## src/rtl/menu_pkg.sv

```systemverilog
// Shared definitions for the push-button menu sequencer: legal parameter
// ranges, default page indices and the page-index width helper.
package menu_pkg;

   // Legal parameter ranges, checked at elaboration by the blocks using them.
   localparam int MIN_STATES   = 2;
   localparam int MAX_STATES   = 16;
   localparam int MIN_DEBOUNCE = 2;
   localparam int MIN_BLINK    = 1;

   // Default page indices of the board menu.
   localparam int OP_SELECT = 0;
   localparam int IN_SELECT = 1;
   localparam int RES_SHOW  = 2;

   // Direction requested by the button pulses in one cycle.
   typedef enum logic [1:0] {
      STEP_NONE = 2'd0,
      STEP_NEXT = 2'd1,
      STEP_BACK = 2'd2
   } step_e;

   // Width of the page index: clog2 with a floor of one bit.
   function automatic int state_width(input int n);
      return (n > 2) ? $clog2(n) : 1;
   endfunction

endpackage

```

## src/rtl/button_debouncer.sv

```systemverilog
// Conditions one raw board button: two-flop synchroniser, polarity
// normalisation (1 = pressed), stability debounce and a one-cycle press pulse.
module button_debouncer
   import menu_pkg::*;
#(
   parameter int DEBOUNCE_CYCLES = 20,
   parameter bit ACTIVE_LOW      = 1'b1
) (
   input  logic clk_i,
   input  logic rst_ni,
   input  logic btn_i,
   output logic press_o
);

   localparam int   CW           = $clog2(DEBOUNCE_CYCLES + 1);
   localparam logic RELEASED_RAW = logic'(ACTIVE_LOW);

   if (DEBOUNCE_CYCLES < MIN_DEBOUNCE) begin : g_bad_debounce
      $error("button_debouncer: DEBOUNCE_CYCLES must be >= %0d", MIN_DEBOUNCE);
   end

   logic [1:0]    sync_q;
   logic          pressed;
   logic [CW-1:0] cnt_q, cnt_d;
   logic          level_q, level_d;
   logic          level_dly_q;

   // Bring the asynchronous button into the clock domain.
   // NOTE: sequential state always uses non-blocking assignments so every
   // flop samples the pre-edge value of its neighbours.
   always_ff @(posedge clk_i or negedge rst_ni) begin
      if (!rst_ni) sync_q <= {2{RELEASED_RAW}};
      else         sync_q <= {sync_q[0], btn_i};
   end

   assign pressed = sync_q[1] ^ RELEASED_RAW;

   // Count consecutive cycles of disagreement; accept the new level once stable.
   // NOTE: every combinational output gets a default first, so no path
   // leaves it unassigned and no latch is inferred.
   always_comb begin
      cnt_d   = '0;
      level_d = level_q;
      if (pressed != level_q) begin
         if (cnt_q == CW'(DEBOUNCE_CYCLES - 1)) level_d = pressed;
         else                                   cnt_d   = cnt_q + 1'b1;
      end
   end

   // Debounce counter, accepted level and its delayed copy for edge detection.
   always_ff @(posedge clk_i or negedge rst_ni) begin
      if (!rst_ni) begin
         cnt_q       <= '0;
         level_q     <= 1'b0;
         level_dly_q <= 1'b0;
      end else begin
         cnt_q       <= cnt_d;
         level_q     <= level_d;
         level_dly_q <= level_q;
      end
   end

   // Rising edge of the accepted level only; releases produce nothing.
   assign press_o = level_q & ~level_dly_q;

endmodule

```

## src/rtl/menu_sequencer.sv

```systemverilog
// Menu page sequencer: steps through NUM_STATES pages with wrap-around on
// debounced next/back presses, muxes the current page's 7-segment pattern and
// blinks an LED for BLINK_CYCLES after every page change.
module menu_sequencer
   import menu_pkg::*;
#(
   parameter int  NUM_STATES      = 3,
   parameter int  SEG_W           = 7,
   parameter int  DEBOUNCE_CYCLES = 20,
   parameter int  BLINK_CYCLES    = 50000,
   parameter bit  BTN_ACTIVE_LOW  = 1'b1,
   localparam int SW              = state_width(NUM_STATES)
) (
   input  logic                        clk,
   input  logic                        reset,
   input  logic                        push_button,
   input  logic                        back_button,
   input  logic [NUM_STATES*SEG_W-1:0] seg_in,
   output logic [SW-1:0]               state,
   output logic [SEG_W-1:0]            salida,
   output logic                        led,
   output logic                        changed
);

   localparam int          BW        = $clog2(BLINK_CYCLES + 1);
   localparam logic [SW-1:0] LAST_PAGE = SW'(NUM_STATES - 1);
   localparam logic [SW-1:0] HOME_PAGE = SW'(OP_SELECT);

   if (NUM_STATES < MIN_STATES || NUM_STATES > MAX_STATES) begin : g_bad_states
      $error("menu_sequencer: NUM_STATES must be in %0d..%0d", MIN_STATES, MAX_STATES);
   end
   if (BLINK_CYCLES < MIN_BLINK) begin : g_bad_blink
      $error("menu_sequencer: BLINK_CYCLES must be >= %0d", MIN_BLINK);
   end

   logic          next_press, back_press;
   step_e         step;
   logic [SW-1:0] state_q, state_d;
   logic [BW-1:0] blink_q, blink_d;
   logic          led_q, led_d;
   logic          changed_q, changed_d;

   button_debouncer #(
      .DEBOUNCE_CYCLES (DEBOUNCE_CYCLES),
      .ACTIVE_LOW      (BTN_ACTIVE_LOW)
   ) u_next_btn (
      .clk_i   (clk),
      .rst_ni  (reset),
      .btn_i   (push_button),
      .press_o (next_press)
   );

   button_debouncer #(
      .DEBOUNCE_CYCLES (DEBOUNCE_CYCLES),
      .ACTIVE_LOW      (BTN_ACTIVE_LOW)
   ) u_back_btn (
      .clk_i   (clk),
      .rst_ni  (reset),
      .btn_i   (back_button),
      .press_o (back_press)
   );

   // Decide the step; simultaneous opposite presses cancel out.
   always_comb begin
      step = STEP_NONE;
      if (next_press && !back_press)      step = STEP_NEXT;
      else if (back_press && !next_press) step = STEP_BACK;
   end

   // Next page with wrap-around, change pulse and LED blink window.
   always_comb begin
      state_d   = state_q;
      blink_d   = blink_q;
      led_d     = led_q;
      changed_d = (step != STEP_NONE);
      case (step)
         STEP_NEXT: state_d = (state_q == LAST_PAGE) ? '0 : state_q + 1'b1;
         STEP_BACK: state_d = (state_q == '0) ? LAST_PAGE : state_q - 1'b1;
         default:   state_d = state_q;
      endcase
      if (changed_d) begin
         led_d   = 1'b1;
         blink_d = BW'(BLINK_CYCLES - 1);
      end else if (led_q) begin
         if (blink_q == '0) led_d   = 1'b0;
         else               blink_d = blink_q - 1'b1;
      end
   end

   // Page register, blink timer and registered change pulse.
   always_ff @(posedge clk or negedge reset) begin
      if (!reset) begin
         state_q   <= HOME_PAGE;
         blink_q   <= '0;
         led_q     <= 1'b0;
         changed_q <= 1'b0;
      end else begin
         state_q   <= state_d;
         blink_q   <= blink_d;
         led_q     <= led_d;
         changed_q <= changed_d;
      end
   end

   // Pattern of the current page; page 0 is the fallback.
   always_comb begin
      salida = seg_in[0 +: SEG_W];
      for (int k = 1; k < NUM_STATES; k++) begin
         if (state_q == SW'(k)) salida = seg_in[k*SEG_W +: SEG_W];
      end
   end

   assign state   = state_q;
   assign led     = led_q;
   assign changed = changed_q;

endmodule

```

## config.mk

```make
export PLATFORM = sky130hd
export DESIGN_NAME = menu_sequencer
export DESIGN_NICKNAME = d
export VERILOG_FILES = /design/src/rtl/menu_pkg.sv /design/src/rtl/button_debouncer.sv /design/src/rtl/menu_sequencer.sv
export SDC_FILE = /design/constraint.sdc
export NUM_CORES = 1
export LEC_CHECK = 0
export ABC_AREA = 1
export CORE_AREA = 2 2 82 84
export CTS_BUF_LIST = sky130_fd_sc_hd__clkbuf_2
export DETAILED_ROUTE_END_ITERATION = 16
export DIE_AREA = 0 0 84 86
export SYNTH_ARGS = -nofsm -noshare
export SYNTH_HDL_FRONTEND = slang
export SYNTH_SLANG_ARGS = --single-unit
```

## constraint.sdc

```tcl
create_clock -name clk -period 1.8 [get_ports clk]
set_input_delay 0.18 -clock clk [delete_from_list [all_inputs] [get_ports clk]]
set_output_delay 0.18 -clock clk [all_outputs]
set_load 0.01 [all_outputs]
```

# Yosys cells after proc, flatten, opt, wreduce, memory -nomap -nowiden
# Index checks and enable logic that the tools add are counted.
# word_totals
ff_bits,38
input_bits,25
word_cells,61
# classes
addsub,5
n_eq_ne,9
mux,17
bitwise,6
n_reduce_logical,12
# ops
cell,n
$mux W16,3
$mux W5,4
$logic_not A16 Y1,1
$sub A16 B1 Y16 const B,1
$mux W7,2
$add A5 B1 Y5 const B,2
$eq A5 B5 Y1 const B,2
$mux W2,4
$reduce_and A2 Y1,3
$reduce_bool A2 Y1,3
$eq A2 B1 Y1 const B,2
$eq A2 B2 Y1 const B,2
$not A1 Y1,4
$pmux W2 S2,1
$mux W1,3
$add A2 B1 Y2 const B,1
$and A1 B1 Y1,2
$logic_and A1 B1 Y1,2
$logic_not A1 Y1,2
$logic_not A2 Y1,1
$ne A1 B1 Y1,2
$ne A2 B2 Y1 const B,1
$sub A2 B1 Y2 const B,1

# Longest topological paths before layout
# logic_depth
depth_word,9
depth_mapped,10
mapped_depth_nobuf,9

# Modules after synthesis
# A second synthesis with hierarchy kept.
# unflattened
hier_cells,288
area_unflattened_um2,2163.3
# by_module_without_submodules
module,instances,cells_each,area_per_inst_um2
menu_sequencer,1,212,1422.6
button_debouncer,2,38,370.4

# Worst setup path after synthesis
# Ideal clock, no wire load.
# synth_timing
path_type,register to register
from,reg blink_q[0]
to,reg blink_q[1]
setup_time_ns,0.117
arrival_time_ns,1.376
slack_ns,0.307
stages_incl_launch_ff,11
cell_sequence,dfrtp_1 > inv_1 > ha_1 > nand2_2 > nor2_4 > nand3_4 > nand2_4 > inv_4 > buf_6 > nand2_2 > o21ai_2
# synth_between
elab_chain_len,4
# synth_rtl
element,line,source
"start, declared",menu_sequencer.sv:39,"logic [BW-1:0] blink_q, blink_d;"
"start signal, assigned",menu_sequencer.sv:99,blink_q <= blink_d;
$sub A16 B1 Y16,menu_sequencer.sv:86,else blink_d = blink_q - 1'b1;
$mux W16,menu_sequencer.sv:85,if (blink_q == '0) led_d = 1'b0;
$mux W16,menu_sequencer.sv:84,end else if (led_q) begin
$mux W16,menu_sequencer.sv:81,if (changed_d) begin
# Parallel ways exist; a longest one is shown, timed or not. The select of a mux whose other input is x is not followed.
# A chain may end at the register's enable or synchronous reset.

# Worst setup path in the final report
# layout_timing
from,"reg state_q[1], in the netlist state[1]"
to,out salida[5]
# layout_between
elab_chain_len,3
# layout_rtl
element,line,source
"start, declared",menu_sequencer.sv:38,"logic [SW-1:0] state_q, state_d;"
"start signal, assigned",menu_sequencer.sv:98,state_q <= state_d;
$eq A2 B1 Y1,menu_sequencer.sv:109,if (state_q == SW'(k)) salida = seg_in[k*SEG_W +: SEG_W];
$mux W7,menu_sequencer.sv:109,
$mux W7 (*),menu_sequencer.sv:109,
"end, declared",menu_sequencer.sv:20,"output logic [SEG_W-1:0] salida,"
# Every way passes the cells marked *; elsewhere a longest branch is shown, timed or not.

==> results.py <==
metrics = {
    "global_route": {
        "grt_overflow_total": 0,
        "grt_pass1_wl_um": 8010,
        "grt_max_degree": 39,
        "grt_usage_pct": 13.4,
        "grt_pass1_vias": 1783,
        "antenna_found_initial": 0,
    },
    "min_path": {
        "hold_path.class": "in -> reg",
    },
    "flow_run": {
        "cap_violations": 0,
    },
    "layout": {
        "seqCellArea_um2": 957,
        "fillers": 639,
        "n_antenna_cell": 0,
        "synthToLayoutAreaGrowth_pct": 26.2,
        "layout.nets": 352,
        "fin_area_um2": 2720,
        "multi_input_area_um2": 1120,
        "drive_above_1_share_pct": 20.4,
    },
    "synthesis": {
        "synth_warnings": 0,
        "avgSynthCellArea_um2": 7.89,
        "synth_area_um2": 2150,
        "yosysSeqAreaShare_pct": 44.4,
        "synth-seq-cells": 38,
        "synth_cell_types": 29,
        "synth_nets": 306,
        "netlist_instances": 273,
    },
    "drt": {
        "totalWireLength_um": 4630,
        "routedWlPerCell_um": 11.7,
        "dr_total_vias": 1890,
        "ant_nets": 0,
        "via_per_inst": 4.77,
        "drt_iter0_markers": 86,
        "firstDrtPassIters": 4,
        "drc": 0,
    },
    "critical_path": {
        "crit_path_end": "salida[5]",
        "timing.rr.end": "blink_q[10]$_DFFE_PN0P_",
        "crit_top_cell": "a21oi_2",
        "startpoint": "state[1]$_DFFE_PN0P_",
        "critPathTopFamily": "flip-flops",
        "worst-endpoint-arrival_ns": 1.57,
        "path_class": "reg -> out",
        "cp.required_ns": 1.62,
        "cp.depth": 6,
        "cp_cell_sequence": "inv_2 > ha_4 > buf_8 > a21oi_2 > a21oi_2 > buf_2",
        "worst_setup_path_end_kind": "output pin",
        "crit_path_max_fanout": 7,
        "rr_worst_depth": 9,
        "r2r-start": "blink_q[0]$_DFFE_PN0P_",
        "r2r_slack_ns": 0.16,
        "slowest_stage": "dfrtp_1",
        "cp.buffers_inverters": 3,
        "slowest_delay_ns": 0.45,
        "crit_path_start_kind": "register",
    },
    "cts": {
        "clock_path_buffers": 2,
        "clk_pin_slew_ns": 0.18,
        "root_buffer": "clkbuf_2",
        "h-tree-depth": 2,
        "cts_sinks": 38,
        "cts_buffers": 5,
        "cts_tree": "done",
        "clk_latency_ns": 0.38,
    },
    "placement": {
        "post-place-ws_ns": 0.0202,
        "gp_congestion": 0.843,
        "place_hpwl_um": 3300,
        "place_area_um2": 2610,
        "port_buffers": 35,
    },
    "sta": {
        "slew_violations": 0,
        "maxSlewHeadroom_pct": 67.5,
        "fin_ws_ns": 0.0517,
        "fmax_mhz": 572,
        "fin_crit_ns": 1.75,
        "hold_viol_final": 0,
        "hold_ws_ns": 0.183,
        "finalCritPeriodShare_pct": 97.1,
        "finClkSkew_ns": 0.0145,
        "rsz0062_at_grt": "yes",
        "setup_viol": 0,
        "tightest_slew_ns": 0.488,
    },
    "floorplanning": {
        "ios": 36,
        "row_count": 29,
        "die-area_um2": 7220,
        "start_util_pct": 34.3,
        "dieWidth_um": 84,
        "die_y_um": 86,
        "core-area_um2": 6280,
    },
    "power_and_ir_drop": {
        "powerDensity_nw_per_um2": 504,
        "ir_drop_mv": 0.306,
        "power.leakage_nw": 1.37,
    },
    "status": {
        "status": "complete, no violations",
    },
}
==> registers in the layout, summed over array words and instances (netlist names) <==
register / flops
u_back_btn.level_dly_q: 1
blink_q: 16
u_next_btn.level_dly_q: 1
u_back_btn.level_q: 1
u_next_btn.sync_q: 2
state: 2
changed: 1
led: 1
u_next_btn.cnt_q: 5
u_next_btn.level_q: 1
u_back_btn.sync_q: 2
u_back_btn.cnt_q: 5
==> stage by stage <==
step / setup TNS, ns / power (mW) / instances / utilization [%]
global route: -0.397 / 1.45 / 396 / 43.3
CTS: 0 / 1.40 / 394 / 42.2
finish: 0 / 1.37 / 396 / 43.3
floorplan: 0 / 0.939 / 273 / -
global placement: 0 / 1.03 / 386 / 41.5
detailed placement: 0 / 1.03 / 386 / 41.5
==> layout by cell type (no fill, tap or decap), types with 2 or more instances in the layout <==
| cell | count |
|---|---|
| nor2_1 | 33 |
| a21oi_1 | 7 |
| o21ai_2 | 3 |
| inv_2 | 3 |
| nor2_2 | 4 |
| clkinv_2 | 2 |
| o211ai_1 | 2 |
| nand4_1 | 3 |
| inv_1 | 23 |
| o21a_1 | 2 |
| xor2_1 | 2 |
| nor2_4 | 3 |
| inv_4 | 2 |
| ha_4 | 2 |
| o21ai_1 | 2 |
| clkbuf_2 | 5 |
| nand2_2 | 5 |
| xnor2_1 | 5 |
| dfrtp_1 | 33 |
| ha_1 | 5 |
| nand3b_1 | 2 |
| o21bai_1 | 3 |
| buf_4 | 7 |
| dfstp_2 | 4 |
| nand2_1 | 71 |
| a21oi_2 | 9 |
| o21ai_0 | 8 |
| buf_2 | 8 |
| clkdlybuf4s50_1 | 27 |
| nand3_1 | 25 |
==> logic make-up (layout without fill, tap and decap cells) <==
family	count (synthesis)	count (layout)	synth area share, %
compound gates	37	37	9.93
xor+xnor	7	7	2.85
fa+ha+maj	8	8	4.65
buf+inv	34	80	6.91
flops	38	38	44.4
simple gates	149	149	31.3
==> final cells by class <==
type / instances / share of cell area [%]
timing repair buffer: 45 / 14.7
multi-input combinational: 201 / 41.3
inverter: 28 / 4.05
sequential: 38 / 35.2
tap: 77 / 3.54
clock inverter: 2 / 0.368
clock buffer: 5 / 0.920
==> power by group <==
part / leakage (nW) / switching, mW / internal [mW]
Clock: 0.0286 / 0.273 / 0.0843
Sequential: 0.510 / 0.0115 / 0.874
Combinational: 0.833 / 0.0548 / 0.0737
Total: 1.37 / 0.340 / 1.03
==> cells in the mapped netlist (all sizes together) <==
library cell	n	area [um^2]
nand2	77	309
nand3b	2	15.0
dfrtp	34	851
xnor2	5	43.8
dfstp	4	105
or2	1	6.26
ha	8	100
o21ai	13	76.3
a21oi	17	85.1
xor2	2	17.5
o21bai	3	22.5
nand3	26	143
o211ai	2	15.0
clkbuf	2	7.51
nand4	3	18.8
o21a	2	15.0
buf	4	33.8
nor2	40	183
inv	28	108
==> worst min path at each step <==
stage                startpoint                             end  depth (start not counted)
floorplan                 reset          blink_q[0]$_DFFE_PN0P_                          0
global placement          reset         blink_q[14]$_DFFE_PN0P_                          2
detailed placement        reset         blink_q[14]$_DFFE_PN0P_                          2
CTS                 back_button  u_back_btn.sync_q[0]$_DFF_PN1_                          1
global route        push_button  u_next_btn.sync_q[0]$_DFF_PN1_                          1
finish              back_button  u_back_btn.sync_q[0]$_DFF_PN1_                          1
==> routing by layer <==
metal | wire length [um] | vias up | track usage (%) | share of wire (%)
li1 | - | 963 | - | -
met1 | 2160 | 876 | 16.9 | 47
met2 | 2170 | 45 | 23.2 | 47
met3 | 247 | 6 | 3.37 | 5.3
met4 | 53 | 0 | 3.52 | 1.1
met5 | 0 | - | 0 | 0
==> timing repair <==
action / in CTS / in global routing
hold endpoints to repair: 34 / 0
hold buffers: 1 / 0
pin swaps: 1 / 4
setup buffers: 0 / 2
resized for setup: 40 / 13
gates cloned: 0 / 0
setup endpoints to repair: 7 / 12
No activity file was read; power rests on OpenSTA's default activity.
